### src/rtl/fpu_pipe_drain_if.sv
// Exit-side bus of the FPU pipeline drain buffer: the pipeline capture side
// (valid tag, result, advance enable, flush) and the consumer result side.
//
// Handshake: a result transfers on a rising edge where res_valid_o && res_ready_i.
// While res_valid_o is high and res_ready_i is low, res_data_o holds steady.
// res_valid_o never depends on res_ready_i.
// On the capture side, a result is taken on an edge where pipe_en_o && pipe_valid_i.
interface fpu_pipe_drain_if #(
    parameter int WIDTH = 32,
    parameter int DEPTH = 4
);
    logic                     pipe_valid_i;
    logic [WIDTH-1:0]         pipe_data_i;
    logic                     pipe_en_o;
    logic                     flush_i;
    logic                     res_valid_o;
    logic [WIDTH-1:0]         res_data_o;
    logic                     res_ready_i;
    logic [$clog2(DEPTH):0]   count_o;

    // Buffer side: receives pipeline results, presents them to the consumer.
    modport slave (
        input  pipe_valid_i, pipe_data_i, flush_i, res_ready_i,
        output pipe_en_o, res_valid_o, res_data_o, count_o
    );

    // Environment side: pipeline plus consumer.
    modport master (
        output pipe_valid_i, pipe_data_i, flush_i, res_ready_i,
        input  pipe_en_o, res_valid_o, res_data_o, count_o
    );
endinterface

### src/rtl/fpu_pipe_drain.sv
// Drain FIFO at the exit of the enable-gated FPU pipeline. It captures the
// results, buffers them in a circular FIFO, and hands them to the consumer.
// The pipeline advance enable is decoded from registered occupancy only, so
// a full FIFO freezes every stage. That way a stalled result is captured
// exactly once.
module fpu_pipe_drain #(
    parameter int WIDTH = 32,
    parameter int DEPTH = 4
) (
    input  logic                clk_i,
    input  logic                rst_i,
    fpu_pipe_drain_if.slave     bus
);
    localparam int AW = $clog2(DEPTH);
    localparam int CW = AW + 1;

    logic [WIDTH-1:0] mem [DEPTH];
    logic [AW-1:0]    wr_ptr;
    logic [AW-1:0]    rd_ptr;
    logic [CW-1:0]    count;
    logic             full;
    logic             empty;
    logic             push;
    logic             pop;

    assign full  = (count == CW'(DEPTH));
    assign empty = (count == '0);

    // While frozen (full), pipe_valid_i is ignored because the stage output is held.
    assign push = !full && bus.pipe_valid_i;
    assign pop  = !empty && bus.res_ready_i;

    assign bus.pipe_en_o   = !full;
    assign bus.res_valid_o = !empty;
    assign bus.res_data_o  = mem[rd_ptr];
    assign bus.count_o     = count;

    // Result storage: written on capture. It has no reset, because the pointers define validity.
    always_ff @(posedge clk_i) begin
        if (push) begin
            mem[wr_ptr] <= bus.pipe_data_i;
        end
    end

    // Pointer and occupancy tracking. Flush and reset drop any push or pop made in the same cycle.
    always_ff @(posedge clk_i) begin
        if (rst_i || bus.flush_i) begin
            wr_ptr <= '0;
            rd_ptr <= '0;
            count  <= '0;
        end else begin
            if (push) begin
                wr_ptr <= wr_ptr + 1'b1;
            end
            if (pop) begin
                rd_ptr <= rd_ptr + 1'b1;
            end
            case ({push, pop})
                2'b10:   count <= count + 1'b1;
                2'b01:   count <= count - 1'b1;
                default: count <= count;
            endcase
        end
    end
endmodule

### src/flat_wrapper.sv
// flat-port wrapper written by rule: the top's interface ports become plain ports
module fpu_pipe_drain_flat 
#(
    parameter int WIDTH = 32,
    parameter int DEPTH = 4
)
  (clk_i, rst_i, bus_pipe_valid_i, bus_pipe_data_i, bus_flush_i, bus_res_ready_i, bus_pipe_en_o, bus_res_valid_o, bus_res_data_o, bus_count_o);
  fpu_pipe_drain_if #(.WIDTH(WIDTH), .DEPTH(DEPTH)) bus_i ();
  input  logic clk_i;
  input  logic rst_i;
  input wire logic [$bits(bus_i.pipe_valid_i)-1:0] bus_pipe_valid_i;
  input wire logic [$bits(bus_i.pipe_data_i)-1:0] bus_pipe_data_i;
  input wire logic [$bits(bus_i.flush_i)-1:0] bus_flush_i;
  input wire logic [$bits(bus_i.res_ready_i)-1:0] bus_res_ready_i;
  output wire logic [$bits(bus_i.pipe_en_o)-1:0] bus_pipe_en_o;
  output wire logic [$bits(bus_i.res_valid_o)-1:0] bus_res_valid_o;
  output wire logic [$bits(bus_i.res_data_o)-1:0] bus_res_data_o;
  output wire logic [$bits(bus_i.count_o)-1:0] bus_count_o;
  assign bus_i.pipe_valid_i = bus_pipe_valid_i;
  assign bus_i.pipe_data_i = bus_pipe_data_i;
  assign bus_i.flush_i = bus_flush_i;
  assign bus_i.res_ready_i = bus_res_ready_i;
  assign bus_pipe_en_o = bus_i.pipe_en_o;
  assign bus_res_valid_o = bus_i.res_valid_o;
  assign bus_res_data_o = bus_i.res_data_o;
  assign bus_count_o = bus_i.count_o;
  fpu_pipe_drain #(.WIDTH(WIDTH), .DEPTH(DEPTH)) u_core (.clk_i(clk_i), .rst_i(rst_i), .bus(bus_i));
endmodule
### config.mk
export PLATFORM = sky130hd
export DESIGN_NAME = fpu_pipe_drain_flat
export DESIGN_NICKNAME = d
export VERILOG_FILES = /design/src/rtl/fpu_pipe_drain_if.sv /design/src/rtl/fpu_pipe_drain.sv /design/src/flat_wrapper.sv
export SDC_FILE = /design/constraint.sdc
export NUM_CORES = 1
export LEC_CHECK = 0
export CORE_ASPECT_RATIO = 1.4
export CORE_MARGIN = 8
export CORE_UTILIZATION = 48
export DETAILED_ROUTE_END_ITERATION = 8
export GPL_TIMING_DRIVEN = 0
export PLACE_DENSITY_LB_ADDON = 0.12
export SETUP_SLACK_MARGIN = 0.02
export SLEW_MARGIN = 20
export SYNTH_ARGS = -nofsm -noshare
export SYNTH_HDL_FRONTEND = slang
export SYNTH_SLANG_ARGS = --single-unit
### constraint.sdc
create_clock -name clk_i -period 2 [get_ports clk_i]
set_input_delay 0.2 -clock clk_i [delete_from_list [all_inputs] [get_ports clk_i]]
set_output_delay 0.2 -clock clk_i [all_outputs]
set_load 0.005 [all_outputs]
==> metrics.cfg, run 1 <==
[global_route]
antenna_found_initial=0
overflow=0
grt.busiest_layer=met2
met3_usage=0.0487
grt_max_degree=33
grt_pass1_vias=2781
grt_pass1_wl_um=14700
grtUsageTotal=0.141
met2_usage=0.233
grt_util_met1=0.161

[yosys]
synth-xor-area-share=0.00684
synth_mux_area_frac=0.145
synth_fa_ha_area_frac=0.0161
netlist_area_um2=5120
synth_area_per_cell_um2=23.3
synth_top_cell_by_area=edfxtp_1
synth_cell_types=23
syn-num-nets=263
synthSimpleGateAreaFrac=0.0220
syn_inst=220
yosysSeqAreaShare=0.786
synth_compound_area_frac=0.00660
yosys_register_bits=137
synth_top_area_share=0.750
synth_area_leaders=edfxtp_1 75%, mux4_2 14%, dfxtp_1 3.5%
ys_warn_count=0
synth_top_family_by_area=multiplexers

[timing]
drv_slew=0
fin_ws_ns=-0.0322
hold_violations=0
hold_slack_ns=0.425
period_needed_ns=2.03
fin_skew_ns=0.00778
setup_viol=1
rsz0062_at_grt=yes
timing.fmax_mhz=492
worst_pin_slew_ns=0.892
relSlewSlack=0.405
period_share=1.02

[die]
die_area_um2=14300
die_y_um=138
fp.dieW_um=103
core-area_um2=10400
pin_count=74
start_util=0.492
num_rows=44

[pwr]
finalPower_mw=6.65
p_leak_nw=2.27
ir_worst_vdd_mv=0.607
power_density_nw_per_um2=989

[drt]
route.detailed.drc=0
wire_per_inst_um=19.7
vias=2470
drt-total-wl_um=9420
viasPerCell=5.18
drtPass1Iterations=4
dr.first_iter.drc_count=89
antenna_left=0

[critical_path]
worst-path-max-fanout=2
crit_type=flip-flop to flip-flop
arrival_ns=2.37
end_kind=flip-flop
slowest_stage=or3b_4
max_stage_delay_ns=0.41
r2r_slack_ns=-0.03
worstPathCellList=or3b_4, nand2_4, ha_4, inv_2, fa_2, xor2_2, or3_4, a21oi_2
critPathRequiredTime_ns=2.34
start_kind=flip-flop

[clock_tree]
h-tree-depth=4
cts_root_buf=clkbuf_16
postCtsHoldBufs=0
tritoncts=done
numCtsBuffers=17
cts_sinks=137
clkSlewWorstSetupHoldPaths_ns=0.05
insertion_delay_ns=0.40
clockBufferDepth=2

[final_layout]
layout-drive-gt1-share=0.395
layout_common_cells=128 x edfxtp_1, 39 x clkdlybuf4s50_1, 32 x mux4_2
area_delta_synth_final_pct=31.2
antenna_cells_inserted=0
nets=370
final_common_cell=edfxtp_1
fillers=710

[flow_run]
drv_cap=0

[min_path]
min_path_type=input port to flip-flop

[placement]
post-dp-hpwl_um=5540
numPortBuffers=73
place_congestion=0.698

[run_status]
status=finished with violations
failed_checks=setup timing

[critical path: cells and delay by family (launching register included)]
family	cells	cell delay (ns)
buffers and inverters	1	0.04
adders and majority gates	2	0.50
and+or+nand+nor	3	0.81
AOI/OAI and AO/OA	1	0.12
xor gates and xnor gates	1	0.16
DFF	1	0.34
[state kept, by name (all words and copies together) (netlist names), named ones only]
signal and cells:
u_core.mem 128, u_core.bus.count_o 3, u_core.rd_ptr 2, u_core.wr_ptr 2
[cell families (layout without fill, tap and decap cells)]
logic type | after synthesis | after routing
AOI/OAI and AO/OA | 5 | 5
muxes | 34 | 34
adders and majority gates | 6 | 6
xor gates and xnor gates | 4 | 4
DFF | 137 | 137
and+or+nand+nor | 20 | 20
buffers and inverters | 14 | 133
[power by group]
part | total, mW | internal [mW] | switching (mW)
Sequential | 3.23 | 3.21 | 0.0167
Combinational | 0.374 | 0.215 | 0.159
Clock | 3.05 | 1.94 | 1.11
Total | 6.65 | 5.37 | 1.28
[metrics by stage]
step	cell area [um^2]	TNS, ns	worst slack, ns	util	cells
6_report	6720	-0.0322	-0.0322	0.646	477
3_5_place_dp	6050	-5.23	-0.188	0.581	431
2_1_floorplan	5140	-0.0886	-0.0886	-	220
3_3_place_gp	6050	-4.56	-0.155	0.581	431
4_1_cts	6800	-0.278	-0.0793	0.654	482
5_1_grt	6720	-0.116	-0.0937	0.646	477
[area by class of cell]
type	instances	area, um^2	share of cell area
well taps	138	173	0.0257
clock inverters	13	154	0.0229
multi-input cells	69	1040	0.154
inverters	5	18.8	0.00279
clock buffers	18	429	0.0638
repair buffers	92	828	0.123
flip-flops and latches	137	4040	0.600
plain buffers	5	46.3	0.00689
[cell usage after synthesis]
master,instances
o21ai_0,1
a21oi_1,2
inv_1,5
mux2i_1,2
nor2_1,7
xor2_1,3
buf_6,5
o31a_2,1
edfxtp_1,128
dfxtp_1,9
nand2_4,1
buf_2,3
or3b_1,1
xnor2_1,1
and3_2,4
clkbuf_1,1
nand2_1,4
ha_1,5
or3_2,2
or2_2,1
fa_1,1
mux4_2,32
o311ai_0,1
[path summary, 6_finish.rpt]
path                                       from                            endpoint  cells after the start
max          u_core.bus.count_o[1]$_SDFFE_PP0P_  u_core.bus.count_o[2]$_SDFFE_PP0P_                      8
min                         bus_pipe_data_i[25]         u_core.mem[0][25]$_DFFE_PP_                      1
max reg2reg  u_core.bus.count_o[1]$_SDFFE_PP0P_  u_core.bus.count_o[2]$_SDFFE_PP0P_                      8
min reg2reg       u_core.wr_ptr[1]$_SDFFE_PP0P_       u_core.wr_ptr[1]$_SDFFE_PP0P_                      2
[timing repair]
item,in CTS,in global routing
pin swaps,5,4
buffers inserted,17,3
hold endpoints to repair,0,0
resized for setup,148,18
cloned,3,0
setup endpoints to repair,34,85
[layer usage]
metal / vias to the layer above / part of all wire / wire length (um)
li1: 1120 / - / -
met1: 1279 / 0.39 / 3660
met2: 65 / 0.55 / 5180
met3: 6 / 0.053 / 498
met4: 0 / 0.0079 / 74
met5: - / 0 / 0
Power figures use the tool's default switching activity.
==> run 2, diff against run 1 <==
--- a/config.mk
+++ b/config.mk
@@ -5,6 +5,7 @@
 export SDC_FILE = /design/constraint.sdc
 export NUM_CORES = 1
 export LEC_CHECK = 0
+export ABC_CLOCK_PERIOD_IN_PS = 2000
 export CORE_ASPECT_RATIO = 1.4
 export CORE_MARGIN = 8
 export CORE_UTILIZATION = 48
==> results of run 2 <==
Final layout, timing and power as in run 1 (identical DEF).
